===== config.mk =====
export PLATFORM = sky130hd
export DESIGN_NAME = sc_matrix_tx
export DESIGN_NICKNAME = d
export VERILOG_FILES = /design/src/rtl/sc_matrix_tx.sv
export SDC_FILE = /design/constraint.sdc
export NUM_CORES = 1
export LEC_CHECK = 0
export CAP_MARGIN = 20
export CORE_ASPECT_RATIO = 1.2
export CORE_MARGIN = 5
export CORE_UTILIZATION = 50
export DETAILED_ROUTE_END_ITERATION = 7
export DONT_BUFFER_PORTS = 1
export PLACE_DENSITY_LB_ADDON = 0.15
export SYNTH_ARGS = -nofsm -noshare
export SYNTH_HDL_FRONTEND = slang
export SYNTH_SLANG_ARGS = --single-unit

===== constraint.sdc =====
create_clock -name SC_MatrixTX_CLOCK_50 -period 1.6 [get_ports SC_MatrixTX_CLOCK_50]
set_input_delay 0.32 -clock SC_MatrixTX_CLOCK_50 [delete_from_list [all_inputs] [get_ports SC_MatrixTX_CLOCK_50]]
set_output_delay 0.32 -clock SC_MatrixTX_CLOCK_50 [all_outputs]
set_load 0.1 [all_outputs]

===== src/rtl/sc_matrix_tx.sv =====
// Frogger board read-out: snapshots the row buses and shifts them to a MAX7219-style
// 8x8 driver, one {4'b0, addr=row+1, row byte} word per row, each closed by a LOAD rise.
module sc_matrix_tx #(
  parameter int DATAWIDTH = 8,
  parameter int ROWS      = 8,
  parameter int CLKDIV    = 4
) (
  input  logic                      SC_MatrixTX_CLOCK_50,
  input  logic                      SC_MatrixTX_RESET_InLow,
  input  logic                      SC_MatrixTX_start_InLow,
  input  logic [ROWS*DATAWIDTH-1:0] SC_MatrixTX_rows_InBUS,
  output logic                      SC_MatrixTX_din_Out,
  output logic                      SC_MatrixTX_sclk_Out,
  output logic                      SC_MatrixTX_load_Out,
  output logic                      SC_MatrixTX_busy_Out,
  output logic                      SC_MatrixTX_done_Out
);

  localparam int RW = (ROWS > 1) ? $clog2(ROWS) : 1;
  localparam int CW = (CLKDIV > 1) ? $clog2(CLKDIV) : 1;

  typedef enum logic [2:0] {
    S_IDLE,
    S_SETUP,
    S_LOW,
    S_HIGH,
    S_LATCH,
    S_DONE
  } state_t;

  state_t                    r_state, w_state_nxt;
  logic [ROWS*DATAWIDTH-1:0] r_frame, w_frame_nxt;
  logic [RW-1:0]             r_row, w_row_nxt;
  logic [3:0]                r_bitcnt, w_bitcnt_nxt;
  logic [CW-1:0]             r_div, w_div_nxt;
  logic [15:0]               r_shreg, w_shreg_nxt;
  logic                      r_din, w_din_nxt;
  logic                      r_sclk, w_sclk_nxt;
  logic                      r_load, w_load_nxt;
  logic                      r_busy, w_busy_nxt;
  logic                      r_done, w_done_nxt;

  logic                      w_div_last;
  logic [DATAWIDTH-1:0]      w_row_data;
  logic [3:0]                w_addr;

  assign w_div_last = (r_div == CW'(CLKDIV - 1));
  assign w_row_data = r_frame[r_row*DATAWIDTH +: DATAWIDTH];
  assign w_addr     = 4'(r_row) + 4'd1;

  always_comb begin
    // NOTE: every next-value is defaulted first so no path leaves one unassigned (no latches).
    w_state_nxt  = r_state;
    w_frame_nxt  = r_frame;
    w_row_nxt    = r_row;
    w_bitcnt_nxt = r_bitcnt;
    w_shreg_nxt  = r_shreg;
    w_div_nxt    = '0;
    w_load_nxt   = r_load;
    w_busy_nxt   = r_busy;
    w_done_nxt   = 1'b0;

    unique case (r_state)
      S_IDLE: begin
        w_load_nxt = 1'b1;
        w_busy_nxt = 1'b0;
        if (!SC_MatrixTX_start_InLow) begin
          w_frame_nxt = SC_MatrixTX_rows_InBUS;
          w_row_nxt   = '0;
          w_state_nxt = S_SETUP;
        end
      end
      S_SETUP: begin
        w_shreg_nxt  = {4'b0000, w_addr, w_row_data};
        w_bitcnt_nxt = 4'd15;
        w_load_nxt   = 1'b0;
        w_busy_nxt   = 1'b1;
        w_state_nxt  = S_LOW;
      end
      S_LOW: begin
        w_div_nxt = r_div + CW'(1);
        if (w_div_last) begin
          w_div_nxt   = '0;
          w_state_nxt = S_HIGH;
        end
      end
      S_HIGH: begin
        w_div_nxt = r_div + CW'(1);
        if (w_div_last) begin
          w_div_nxt   = '0;
          w_shreg_nxt = {r_shreg[14:0], 1'b0};
          if (r_bitcnt == 4'd0) begin
            w_state_nxt = S_LATCH;
          end else begin
            w_bitcnt_nxt = r_bitcnt - 4'd1;
            w_state_nxt  = S_LOW;
          end
        end
      end
      S_LATCH: begin
        w_div_nxt = r_div + CW'(1);
        if (w_div_last) begin
          w_div_nxt  = '0;
          w_load_nxt = 1'b1;
          if (r_row == RW'(ROWS - 1)) begin
            w_state_nxt = S_DONE;
          end else begin
            w_row_nxt   = r_row + RW'(1);
            w_state_nxt = S_SETUP;
          end
        end
      end
      S_DONE: begin
        w_done_nxt  = 1'b1;
        w_busy_nxt  = 1'b0;
        w_load_nxt  = 1'b1;
        w_state_nxt = S_IDLE;
      end
      default: w_state_nxt = S_IDLE;
    endcase

    // SCLK and DIN track the state being entered, so each LOW/HIGH phase lasts exactly
    // CLKDIV cycles on the pins and LOAD rises CLKDIV cycles after the last SCLK fall.
    w_sclk_nxt = (w_state_nxt == S_HIGH);
    case (w_state_nxt)
      S_LOW:   w_din_nxt = w_shreg_nxt[15];
      S_HIGH:  w_din_nxt = r_din;
      default: w_din_nxt = 1'b0;
    endcase
  end

  always_ff @(posedge SC_MatrixTX_CLOCK_50 or negedge SC_MatrixTX_RESET_InLow) begin
    if (!SC_MatrixTX_RESET_InLow) begin
      r_state  <= S_IDLE;
      // NOTE: the frame snapshot is a plain flop bank, not a RAM, so it takes the reset too.
      r_frame  <= '0;
      r_row    <= '0;
      r_bitcnt <= 4'd15;
      r_div    <= '0;
      r_shreg  <= '0;
      r_din    <= 1'b0;
      r_sclk   <= 1'b0;
      r_load   <= 1'b1;
      r_busy   <= 1'b0;
      r_done   <= 1'b0;
    end else begin
      // NOTE: non-blocking assignments only, so every flop samples the pre-edge values.
      r_state  <= w_state_nxt;
      r_frame  <= w_frame_nxt;
      r_row    <= w_row_nxt;
      r_bitcnt <= w_bitcnt_nxt;
      r_div    <= w_div_nxt;
      r_shreg  <= w_shreg_nxt;
      r_din    <= w_din_nxt;
      r_sclk   <= w_sclk_nxt;
      r_load   <= w_load_nxt;
      r_busy   <= w_busy_nxt;
      r_done   <= w_done_nxt;
    end
  end

  assign SC_MatrixTX_din_Out  = r_din;
  assign SC_MatrixTX_sclk_Out = r_sclk;
  assign SC_MatrixTX_load_Out = r_load;
  assign SC_MatrixTX_busy_Out = r_busy;
  assign SC_MatrixTX_done_Out = r_done;

endmodule


==> results.py <==
metrics = {
    "detailed_routing": {
        "wl_per_cell_um": 17.11,
        "drt-pass1-iter-count": 4,
        "route.antenna.remaining_nets": 0,
        "detailroute.via_count": 3467,
        "detailedRoute.firstIterationViolations": 185,
        "vias_per_cell": 5.400,
        "wire_length_reported_by_the_detailed_router_mm": 10.98,
        "drc_violation_count_after_routing": 0,
    },
    "job": {
        "maxCapViolations": 0,
    },
    "synthesis": {
        "mappedNetlistArea_mm2": 0.004669,
        "synthMuxAreaShare": 0.06109,
        "synth_xor_area_frac": 0,
        "library_cell_occupying_the_most_area_in_the_post_synthesis_netlist": "sky130_fd_sc_hd__dfrtp_1",
        "synth_compound_gate_area_share": 0.1026,
        "synth_cell_types": 49,
        "asyncSetResetFlopFracSynth": 1.000,
        "ys_dominant_reg_cell": "sky130_fd_sc_hd__dfrtp_1",
        "synth_adder_area_share": 0.01340,
        "post_synth_and_or_nand_nor_area_fraction": 0.2479,
        "ys.warnings.count": 0,
        "avgSynthCellArea_um2": 9.283,
        "synth_sequential_area_ratio": 0.5212,
        "synth.top_cell.area_share": 0.4930,
        "postSynthCellCount": 503,
        "ys_ff_latch": 97,
        "ys_top_cells_by_area": "sky130_fd_sc_hd__dfrtp_1 49%, sky130_fd_sc_hd__nand2_1 17%, sky130_fd_sc_hd__dfstp_2 2.8%",
        "number_of_enable_type_register_cells_in_the_synthesized_netlist": 0,
        "syn_nets": 575,
        "synth_top_family_by_area": "simple AND/OR/NAND/NOR gates",
    },
    "grt": {
        "antenna_violations_before_repair": 0,
        "groute.layer.met2.usage": 0.3401,
        "grt.met3_usage": 0.04877,
        "pin_count_of_the_biggest_net_entering_global_routing": 98,
        "grt_pass1_wl_mm": 18.02,
        "global_route.overflow_total": 0,
        "via_count_of_the_first_global_routing_pass": 3579,
        "busiest_layer_in_global_routing": "met2",
        "grt_use_met1": 0.2604,
        "global_route_usage_over_all_layers": 0.2038,
    },
    "final_layout": {
        "numnets_final": 589,
        "most_common_cell_after_layout_fill_and_taps_aside": "sky130_fd_sc_hd__nand2_1",
        "layout_common_cells": "216 x sky130_fd_sc_hd__nand2_1, 91 x sky130_fd_sc_hd__dfrtp_1, 32 x sky130_fd_sc_hd__buf_4, 17 x sky130_fd_sc_hd__nor2b_1, 13 x sky130_fd_sc_hd__o21ai_0",
        "final_cell_area_mm2": 0.005174,
        "final_cells": 642,
        "fraction_of_final_layout_cells_with_drive_strength_greater_than_1": 0.1456,
        "antenna_cells_inserted": 0,
        "area_growth_pct": 10.80,
    },
    "floorplanning": {
        "rows": 38,
        "floorplan.core_area_mm2": 0.009081,
        "floorplan.die_area_mm2": 0.01138,
        "start_util": 0.5142,
        "floorplan.die.width_um": 98.22,
        "io_pins": 72,
        "die_y_um": 115.9,
    },
    "pwr": {
        "power_leakage_nw": 2.511,
        "fin_total_pwr_w": 0.004199,
        "power-per-cell-area_mw_per_mm2": 811.5,
        "ir_drop_uv": 498.6,
    },
    "timing": {
        "drv_slew": 0,
        "transition_at_the_pin_with_the_smallest_max_transition_slack_ps": 518.4,
        "finalCritPeriodShare": 1.003,
        "fin_tns_setup_ps": -4.715,
        "hold_viol_final": 97,
        "max_slew_margin": 0.6544,
        "timing.final.ws_setup_ps": -4.715,
        "setup_viol": 1,
        "hold_ws_ps": -368.6,
        "min_period_ps": 1605,
        "rsz0062_at_grt": "true",
        "max_clock_freq_mhz": 623.2,
        "timing.clock.skew_ps": 12.67,
    },
    "worst_setup_path": {
        "reg2reg_setup_slack_ps": -5,
        "ff2ff_path_depth": 5,
        "worst_setup_path_end_kind": "flop",
        "setup.worst_path.start_class": "flop",
        "timing.critical_path.required_ps": 1850,
        "setup.worst_path.start": "r_row[0]",
        "cp_max_fo": 5,
        "r2r_end": "r_shreg[6]",
        "timing.setup.critical_path_class": "flop to flop",
        "setup.worst_path.end": "r_shreg[6]",
        "worst-endpoint-arrival_ps": 1860,
        "reg2reg_from": "r_row[0]",
    },
    "place": {
        "post_dp_cell_area_mm2": 0.004925,
        "placement.io_buffers": 0,
        "dpl_worst_slack_ps": -163.6,
        "place.detailed.hpwl_mm": 8.027,
        "post-place-cells": 623,
        "routabilityCongestion": 0.8820,
    },
    "cts": {
        "cts_tree": "yes",
        "worst_skew_pair_latency_ps": 370,
        "clock_sinks": 97,
        "cts.root.buffer_cell": "sky130_fd_sc_hd__clkbuf_8",
        "clock_path_buffers": 2,
        "number_of_levels_in_the_clock_h_tree": 3,
        "cts_inserted_buffers": 9,
        "clk_pin_slew_worst_paths_ps": 90,
    },
    "status": {
        "status": "finished, violations left",
        "failed_checks": "hold timing, setup timing",
    },
    "worst_hold_path": {
        "worst_hold_path_type": "primary input to asynchronous set/reset pin",
    },
}
## worst min-delay path by stage
stage	start	to	slack (ps)	cells after the start
after floorplan	SC_MatrixTX_RESET_InLow	SC_MatrixTX_busy_Out	20	0
after detailed placement	SC_MatrixTX_RESET_InLow	SC_MatrixTX_done_Out	30	0
after global placement	SC_MatrixTX_RESET_InLow	r_shreg[15]	30	0
after CTS	SC_MatrixTX_RESET_InLow	r_shreg[15]	-390	0
final	SC_MatrixTX_RESET_InLow	r_div[1]	-370	0
after global routing	SC_MatrixTX_RESET_InLow	r_shreg[15]	-400	0
## repair_timing
action / 4_1_cts / 5_1_grt
buffers inserted: 0 / 3
pin swaps: 1 / 2
endpoints found under the hold margin: 97 / 97
resized for setup: 6 / 13
endpoints found under the setup margin: 11 / 24
## metrics by stage
stage          utilization  hold slack (ps)
2_1_floorplan            -            24.41
3_3_place_gp        0.5423            28.96
3_5_place_dp        0.5423            29.48
4_1_cts             0.5646           -385.8
5_1_grt             0.5697           -400.5
6_report            0.5697           -368.6
## critical path: stages, from the launching register on
cell                        delay, ps
sky130_fd_sc_hd__dfrtp_2          450
sky130_fd_sc_hd__buf_4            140
sky130_fd_sc_hd__mux4_2           480
sky130_fd_sc_hd__inv_1             80
sky130_fd_sc_hd__a2111oi_2         70
sky130_fd_sc_hd__a221o_1          270
## kinds of logic after synthesis
group | count (synthesis)
simple gates | 273
fa+ha+maj | 5
buf+inv | 46
mux | 17
compound gates | 65
flops | 97
## registers in the layout (all words and copies together), names as in the netlist
name	flops
r_frame	64
SC_MatrixTX_load_Out	1
r_state	3
SC_MatrixTX_busy_Out	1
r_bitcnt	4
SC_MatrixTX_sclk_Out	1
SC_MatrixTX_din_Out	1
SC_MatrixTX_done_Out	1
r_div	2
r_row	3
r_shreg	16
## cell usage after synthesis, drive strengths merged (2+ instances only)
master and instances:
nand2 217, dfrtp 92, buf 20, nor2b 18, clkbuf 15, o21ai 14, inv 11, mux2i 9
nor2 9, mux4 8, a2111oi 7, a21oi 7, a211oi 6, dfstp 5, ha 5, nand3 5
a22o 4, a22oi 4, a32oi 4, or3 4, and2 3, and3 3, nand4 3, o2111ai 3
o41ai 3, a221o 2, a2bb2oi 2, and2b 2, nand2b 2, nor3 2, nor4 2, o22ai 2
## layer usage
| layer | wire, µm | part of all wire | up-vias |
|---|---|---|---|
| met2 | 5594 | 0.51 | 70 |
| li1 | - | - | 1714 |
| met3 | 442 | 0.040 | 13 |
| met5 | 0 | 0 | - |
| met4 | 218 | 0.020 | 0 |
| met1 | 4727 | 0.43 | 1670 |
## cell type report
class	instances	area, µm²
Inverter	11	41.29
Tap cell	120	150.1
Clock buffer	12	155.1
Sequential cell	97	2435
Fill cell	825	3908
Clock inverter	4	27.53
Multi-Input combinational cell	360	2018
Timing Repair Buffer	38	346.6
## report_power, final
group	switching (W)	internal, W	leakage, nW
Combinational	0.0000518	0.0000565	1.22
Clock	0.000850	0.000652	0.0963
Sequential	0.0000564	0.00253	1.19
Total	0.000958	0.00324	2.51
Power figures use the tool's default switching activity.
